===== src/rtl/flappy_pkg.sv =====
// Shared types and default constants for the flappy game blocks.
// Imported by the flap controller and its interface users.
package flappy_pkg;
  typedef enum logic [1:0] {
    IDLE,
    RUN,
    FLAP,
    DEAD
  } state_t;

  localparam int ROWS       = 8;
  localparam int START_ROW  = 4;
  localparam int CLIMB_ROWS = 2;
  localparam int TICK_DIV   = 25000000;
endpackage


===== src/rtl/flap_controller_if.sv =====
// Press/collision inputs and bird status outputs of the flap controller.
// master drives the game inputs; slave is the controller.
interface flap_controller_if #(
  parameter int ROW_W = 3
);
  logic             press;
  logic             collision;
  logic [ROW_W-1:0] bird_row;
  logic             playing;
  logic             game_over;
  logic             step;

  modport master (
    output press, collision,
    input  bird_row, playing, game_over, step
  );

  modport slave (
    input  press, collision,
    output bird_row, playing, game_over, step
  );
endinterface


===== src/rtl/flap_controller_tick_divider.sv =====
// Free-running step divider: pulses tick on the last count of each period.
// Reusable for pipe scrolling.
module tick_divider #(
  parameter int DIV = 4,
  parameter int W   = 2
) (
  input  logic clk,
  input  logic reset,
  input  logic en,
  input  logic clr,
  output logic tick
);
  logic [W-1:0] cnt;
  logic         last;

  assign last = cnt == W'(DIV - 1);
  assign tick = en && last;

  always_ff @(posedge clk) begin
    if (reset || clr) begin
      cnt <= '0;
    end else if (en) begin
      cnt <= last ? '0 : cnt + W'(1);
    end
  end
endmodule


===== src/rtl/flap_controller.sv =====
// Game sequencer: IDLE/RUN/FLAP/DEAD state, gravity and climb on the bird row.
// Consumes the debounced press pulse and the pipe collision level.
module flap_controller #(
  parameter int ROWS       = flappy_pkg::ROWS,
  parameter int ROW_W      = 3,
  parameter int START_ROW  = flappy_pkg::START_ROW,
  parameter int CLIMB_ROWS = flappy_pkg::CLIMB_ROWS,
  parameter int TICK_DIV   = flappy_pkg::TICK_DIV,
  parameter int TICK_W     = 25
) (
  input logic              clk,
  input logic              reset,
  flap_controller_if.slave bus
);
  import flappy_pkg::*;

  localparam int CW = $clog2(CLIMB_ROWS + 1);

  state_t           state, state_n;
  logic [ROW_W-1:0] row, row_n;
  logic [CW-1:0]    climb_cnt, climb_n;
  logic             step_q;
  logic             tick;
  logic             run;

  assign run = (state == RUN) || (state == FLAP);

  // Counter sits at zero outside play, so entry to RUN starts a full period
  tick_divider #(
    .DIV (TICK_DIV),
    .W   (TICK_W)
  ) u_tick (
    .clk   (clk),
    .reset (reset),
    .en    (run),
    .clr   (!run),
    .tick  (tick)
  );

  always_ff @(posedge clk) begin
    if (reset) begin
      state     <= IDLE;
      row       <= ROW_W'(START_ROW);
      climb_cnt <= '0;
      step_q    <= 1'b0;
    end else begin
      state     <= state_n;
      row       <= row_n;
      climb_cnt <= climb_n;
      step_q    <= tick;
    end
  end

  always_comb begin
    state_n = state;
    row_n   = row;
    climb_n = climb_cnt;
    unique case (state)
      IDLE: begin
        row_n = ROW_W'(START_ROW);
        if (bus.press) state_n = RUN;
      end
      RUN: begin
        if (bus.collision) begin
          state_n = DEAD;
        end else if (bus.press) begin
          state_n = FLAP;
          climb_n = CW'(CLIMB_ROWS);
        end else if (tick) begin
          if (row == '0) state_n = DEAD;
          else row_n = row - ROW_W'(1);
        end
      end
      FLAP: begin
        if (bus.collision) begin
          state_n = DEAD;
        end else if (bus.press) begin
          climb_n = CW'(CLIMB_ROWS);
        end else if (tick) begin
          if (row != ROW_W'(ROWS - 1)) row_n = row + ROW_W'(1);
          climb_n = climb_cnt - CW'(1);
          if (climb_cnt == CW'(1)) state_n = RUN;
        end
      end
      DEAD: begin
        if (bus.press) begin
          state_n = IDLE;
          row_n   = ROW_W'(START_ROW);
        end
      end
      default: state_n = IDLE;
    endcase
  end

  assign bus.bird_row  = row;
  assign bus.playing   = run;
  assign bus.game_over = state == DEAD;
  assign bus.step      = step_q;
endmodule

===== src/flat_wrapper.sv =====
// flat-port wrapper written by rule: the top's interface ports become plain ports
module flap_controller_flat import flappy_pkg::*;
#(
  parameter int ROWS       = flappy_pkg::ROWS,
  parameter int ROW_W      = 3,
  parameter int START_ROW  = flappy_pkg::START_ROW,
  parameter int CLIMB_ROWS = flappy_pkg::CLIMB_ROWS,
  parameter int TICK_DIV   = flappy_pkg::TICK_DIV,
  parameter int TICK_W     = 25
)
  (clk, reset, bus_press, bus_collision, bus_bird_row, bus_playing, bus_game_over, bus_step);
  flap_controller_if #(.ROW_W(ROW_W)) bus_i ();
  input logic clk;
  input logic reset;
  input wire logic [$bits(bus_i.press)-1:0] bus_press;
  input wire logic [$bits(bus_i.collision)-1:0] bus_collision;
  output wire logic [$bits(bus_i.bird_row)-1:0] bus_bird_row;
  output wire logic [$bits(bus_i.playing)-1:0] bus_playing;
  output wire logic [$bits(bus_i.game_over)-1:0] bus_game_over;
  output wire logic [$bits(bus_i.step)-1:0] bus_step;
  assign bus_i.press = bus_press;
  assign bus_i.collision = bus_collision;
  assign bus_bird_row = bus_i.bird_row;
  assign bus_playing = bus_i.playing;
  assign bus_game_over = bus_i.game_over;
  assign bus_step = bus_i.step;
  flap_controller #(.ROWS(ROWS), .ROW_W(ROW_W), .START_ROW(START_ROW), .CLIMB_ROWS(CLIMB_ROWS), .TICK_DIV(TICK_DIV), .TICK_W(TICK_W)) u_core (.clk(clk), .reset(reset), .bus(bus_i));
endmodule

===== config.mk =====
export PLATFORM = sky130hd
export DESIGN_NAME = flap_controller_flat
export DESIGN_NICKNAME = d
export VERILOG_FILES = /design/src/rtl/flappy_pkg.sv /design/src/rtl/flap_controller_if.sv /design/src/rtl/flap_controller_tick_divider.sv /design/src/rtl/flap_controller.sv /design/src/flat_wrapper.sv
export SDC_FILE = /design/constraint.sdc
export NUM_CORES = 1
export LEC_CHECK = 0
export CORE_AREA = 4 4 83 85
export DETAILED_ROUTE_END_ITERATION = 7
export DIE_AREA = 0 0 87 89
export SYNTH_ARGS = -nofsm -noshare
export SYNTH_HDL_FRONTEND = slang
export SYNTH_HIERARCHICAL = 1
export SYNTH_SLANG_ARGS = --single-unit

===== constraint.sdc =====
create_clock -name clk -period 6.93 [get_ports clk]
set_input_delay 1.386 -clock clk [delete_from_list [all_inputs] [get_ports clk]]
set_output_delay 1.386 -clock clk [all_outputs]
set_load 0.01 [all_outputs]

==> results.sh <==
export IMPL_netlist_area_um2=1820
export IMPL_grt_usage=0.101
export IMPL_fin_util=0.336
export IMPL_ant_nets=0
export IMPL_clkTransAtPathRegs_ns=0.07
export IMPL_min_period_ns=3.43
export IMPL_post_cts_buffers=0
export IMPL_grt_pass1_wl_um=6230
export IMPL_finClkSkew_ns=0.00645
export IMPL_final_common_cell="dfxtp_1"
export IMPL_wl_met1_um=1760
export IMPL_start_kind="flip-flop"
export IMPL_max_freq_mhz=291
export IMPL_p_leak_nw=0.639
export IMPL_relSlewSlack=0.655
export IMPL_core_um2=6200
export IMPL_gp_congestion=0.752
export IMPL_route_vias_total=1525
export IMPL_die_y_um=89
export IMPL_setup_violations=0
export IMPL_num_rows=29
export IMPL_end_kind="output port"
export IMPL_syn_avg_cell_area_um2=8.55
export IMPL_syn_nets=227
export IMPL_drive_gt1_frac=0.0717
export IMPL_htreeDepth=2
export IMPL_cp_arrival_ns=2.05
export IMPL_clock_sinks=33
export IMPL_tightest_slew_ns=0.512
export IMPL_ys_ff_latch=33
export IMPL_fin_tns_setup_ns=0
export IMPL_hold_path_class="reg2reg"
export IMPL_grt_pass1_vias=1395
export IMPL_synth_top_area_frac=0.363
export IMPL_drtPass1Iterations=4
export IMPL_grt_max_degree=25
export IMPL_drv_slew=0
export IMPL_wirelength_um=3610
export IMPL_dpl_hpwl_um=2610
export IMPL_highest_layer="met4"
export IMPL_crit_path_max_fanout=11
export IMPL_initial_core_util=0.294
export IMPL_ys_seq_area_frac=0.363
export IMPL_cts_max_path_buffers=2
export IMPL_cts_buffers_inserted=5
export IMPL_cts_tree="yes"
export IMPL_final_cell_mix="33 x dfxtp_1, 21 x nor2_1, 16 x nand2_1"
export IMPL_power_density_nw_per_um2=292
export IMPL_met3WireLength_um=99
export IMPL_syn_to_final_growth_pct=14.5
export IMPL_diodes=0
export IMPL_wl_met2_um=1680
export IMPL_cts_resized=0
export IMPL_clk_latency_ns=0.28
export IMPL_die_w_um=87
export IMPL_dieArea_um2=7740
export IMPL_first_iter_violations=115
export IMPL_peakVddDrop_mv=0.130
export IMPL_worstPathRequired_ns=5.54
export IMPL_status="completed"
export IMPL_overflow=0
export IMPL_synth_cell_types=43
export IMPL_synth_top_cell_by_area="dfxtp_1"
export IMPL_portBuffers=9
export IMPL_grt_antenna_before_repair=0
export IMPL_syn_inst=213
export IMPL_ios=10
export IMPL_timing_final_crit_share=0.495
export IMPL_hold_buffers=0
export IMPL_max_cap_viol_count=0
export IMPL_netlist_top_cells_area="dfxtp_1 36%, ha_1 6.9%, xnor2_1 4.8%"
export IMPL_criticalPathCategory="reg2out"
export IMPL_drc_errors=0
export IMPL_num_nets_final=236
export IMPL_rsz0062_at_grt="false"
export IMPL_wl_per_cell_um=12.0
export IMPL_cts_root_buffer="clkbuf_8"
export IMPL_hold_viol_final=0
export IMPL_ys_warn_count=6
export IMPL_via_per_inst=5.08
==> through the flow <==
stage | instances | cell area, µm² | power [mW] | hold slack, ns | setup WS [ns]
floorplan | 213 | 1820 | 0.394 | 0.447 | 4.03
global placement | 292 | 1980 | 0.454 | 0.460 | 3.81
detailed placement | 292 | 1980 | 0.456 | 0.469 | 3.74
CTS | 300 | 2090 | 0.619 | 0.481 | 3.48
global route | 300 | 2090 | 0.648 | 0.518 | 3.43
finish | 300 | 2090 | 0.610 | 0.479 | 3.50
==> final cells by class <==
cell class                      instances  area [µm²]
Inverter                                9        33.8
Sequential cell                        33         661
Timing Repair Buffer                   10        97.6
Clock inverter                          1        5.00
Clock buffer                            7        96.3
Multi-Input combinational cell        163        1100
Tap cell                               77        96.3
Fill cell                             649        4120
==> Yosys cell counts <==
library cell / count
o221a_2: 1
buf_4: 1
o21ai_0: 5
nor3_1: 5
o211a_1: 1
inv_1: 9
nor4b_1: 2
xor2_1: 5
o221a_1: 2
o21ai_2: 1
buf_2: 2
xnor2_1: 10
mux2i_1: 1
or4_1: 10
nor3b_1: 2
or4b_1: 1
nand2_1: 16
o21ai_1: 1
nand2b_1: 3
and2_1: 1
o21a_1: 1
nor2b_1: 3
a2111o_1: 1
nand4_1: 10
nand3b_1: 3
nor4_1: 4
a221oi_1: 1
nand4_2: 1
or2_2: 1
o31ai_1: 10
nor2b_2: 1
a21oi_1: 13
clkbuf_1: 5
or3_1: 6
ha_1: 10
and3_1: 2
nand3_1: 4
o32ai_1: 1
dfxtp_1: 33
o2111ai_2: 1
a311oi_1: 1
o31a_1: 1
nor2_1: 21
==> cells by family (layout without fill, tap and decap cells) <==
| group | Yosys count | after routing | synth area share |
|---|---|---|---|
| multiplexers | 1 | 1 | 0.00549 |
| buffers and inverters | 17 | 27 | 0.0385 |
| XOR/XNOR | 15 | 15 | 0.0721 |
| AND/OR/NAND/NOR | 96 | 96 | 0.293 |
| flip-flops | 33 | 33 | 0.363 |
| adder cells (fa/ha/maj) | 10 | 10 | 0.0687 |
| AO/OA/AOI/OAI | 41 | 41 | 0.160 |
==> worst paths after layout <==
check,from,to,slack (ns),cells past startpoint
setup reg to reg,u_core/state[0],u_core/bus.bird_row[0],3.70,9
hold reg to reg,u_core/u_tick/cnt[20],u_core/u_tick/cnt[20],0.48,2
hold / removal,u_core/u_tick/cnt[20],u_core/u_tick/cnt[20],0.48,2
setup / recovery,u_core/state[0],bus_playing,3.50,3
==> power breakdown <==
part,internal (mW),switching [mW]
combinational,0.103,0.122
sequential,0.205,0.0206
clock,0.0897,0.0690
==> worst max-delay path, cell delays in order, from the launching register on <==
cell and delay, ns:
dfxtp_1 0.47, inv_1 0.14, ha_1 0.54, clkdlybuf4s50_1 0.62
==> flip-flops by register name (all words and copies together), names as in the netlist <==
signal / cells
u_core/bus.bird_row: 3
u_core/bus.step: 1
u_core/climb_cnt: 2
u_core/state: 2
u_core/u_tick/cnt: 25
==> layer usage <==
layer	track usage	vias up
li1	-	800
met1	0.121	700
met2	0.166	21
met3	0.0304	4
met5	0	-
met4	0.0482	0
No activity file was read; power rests on OpenSTA's default activity.
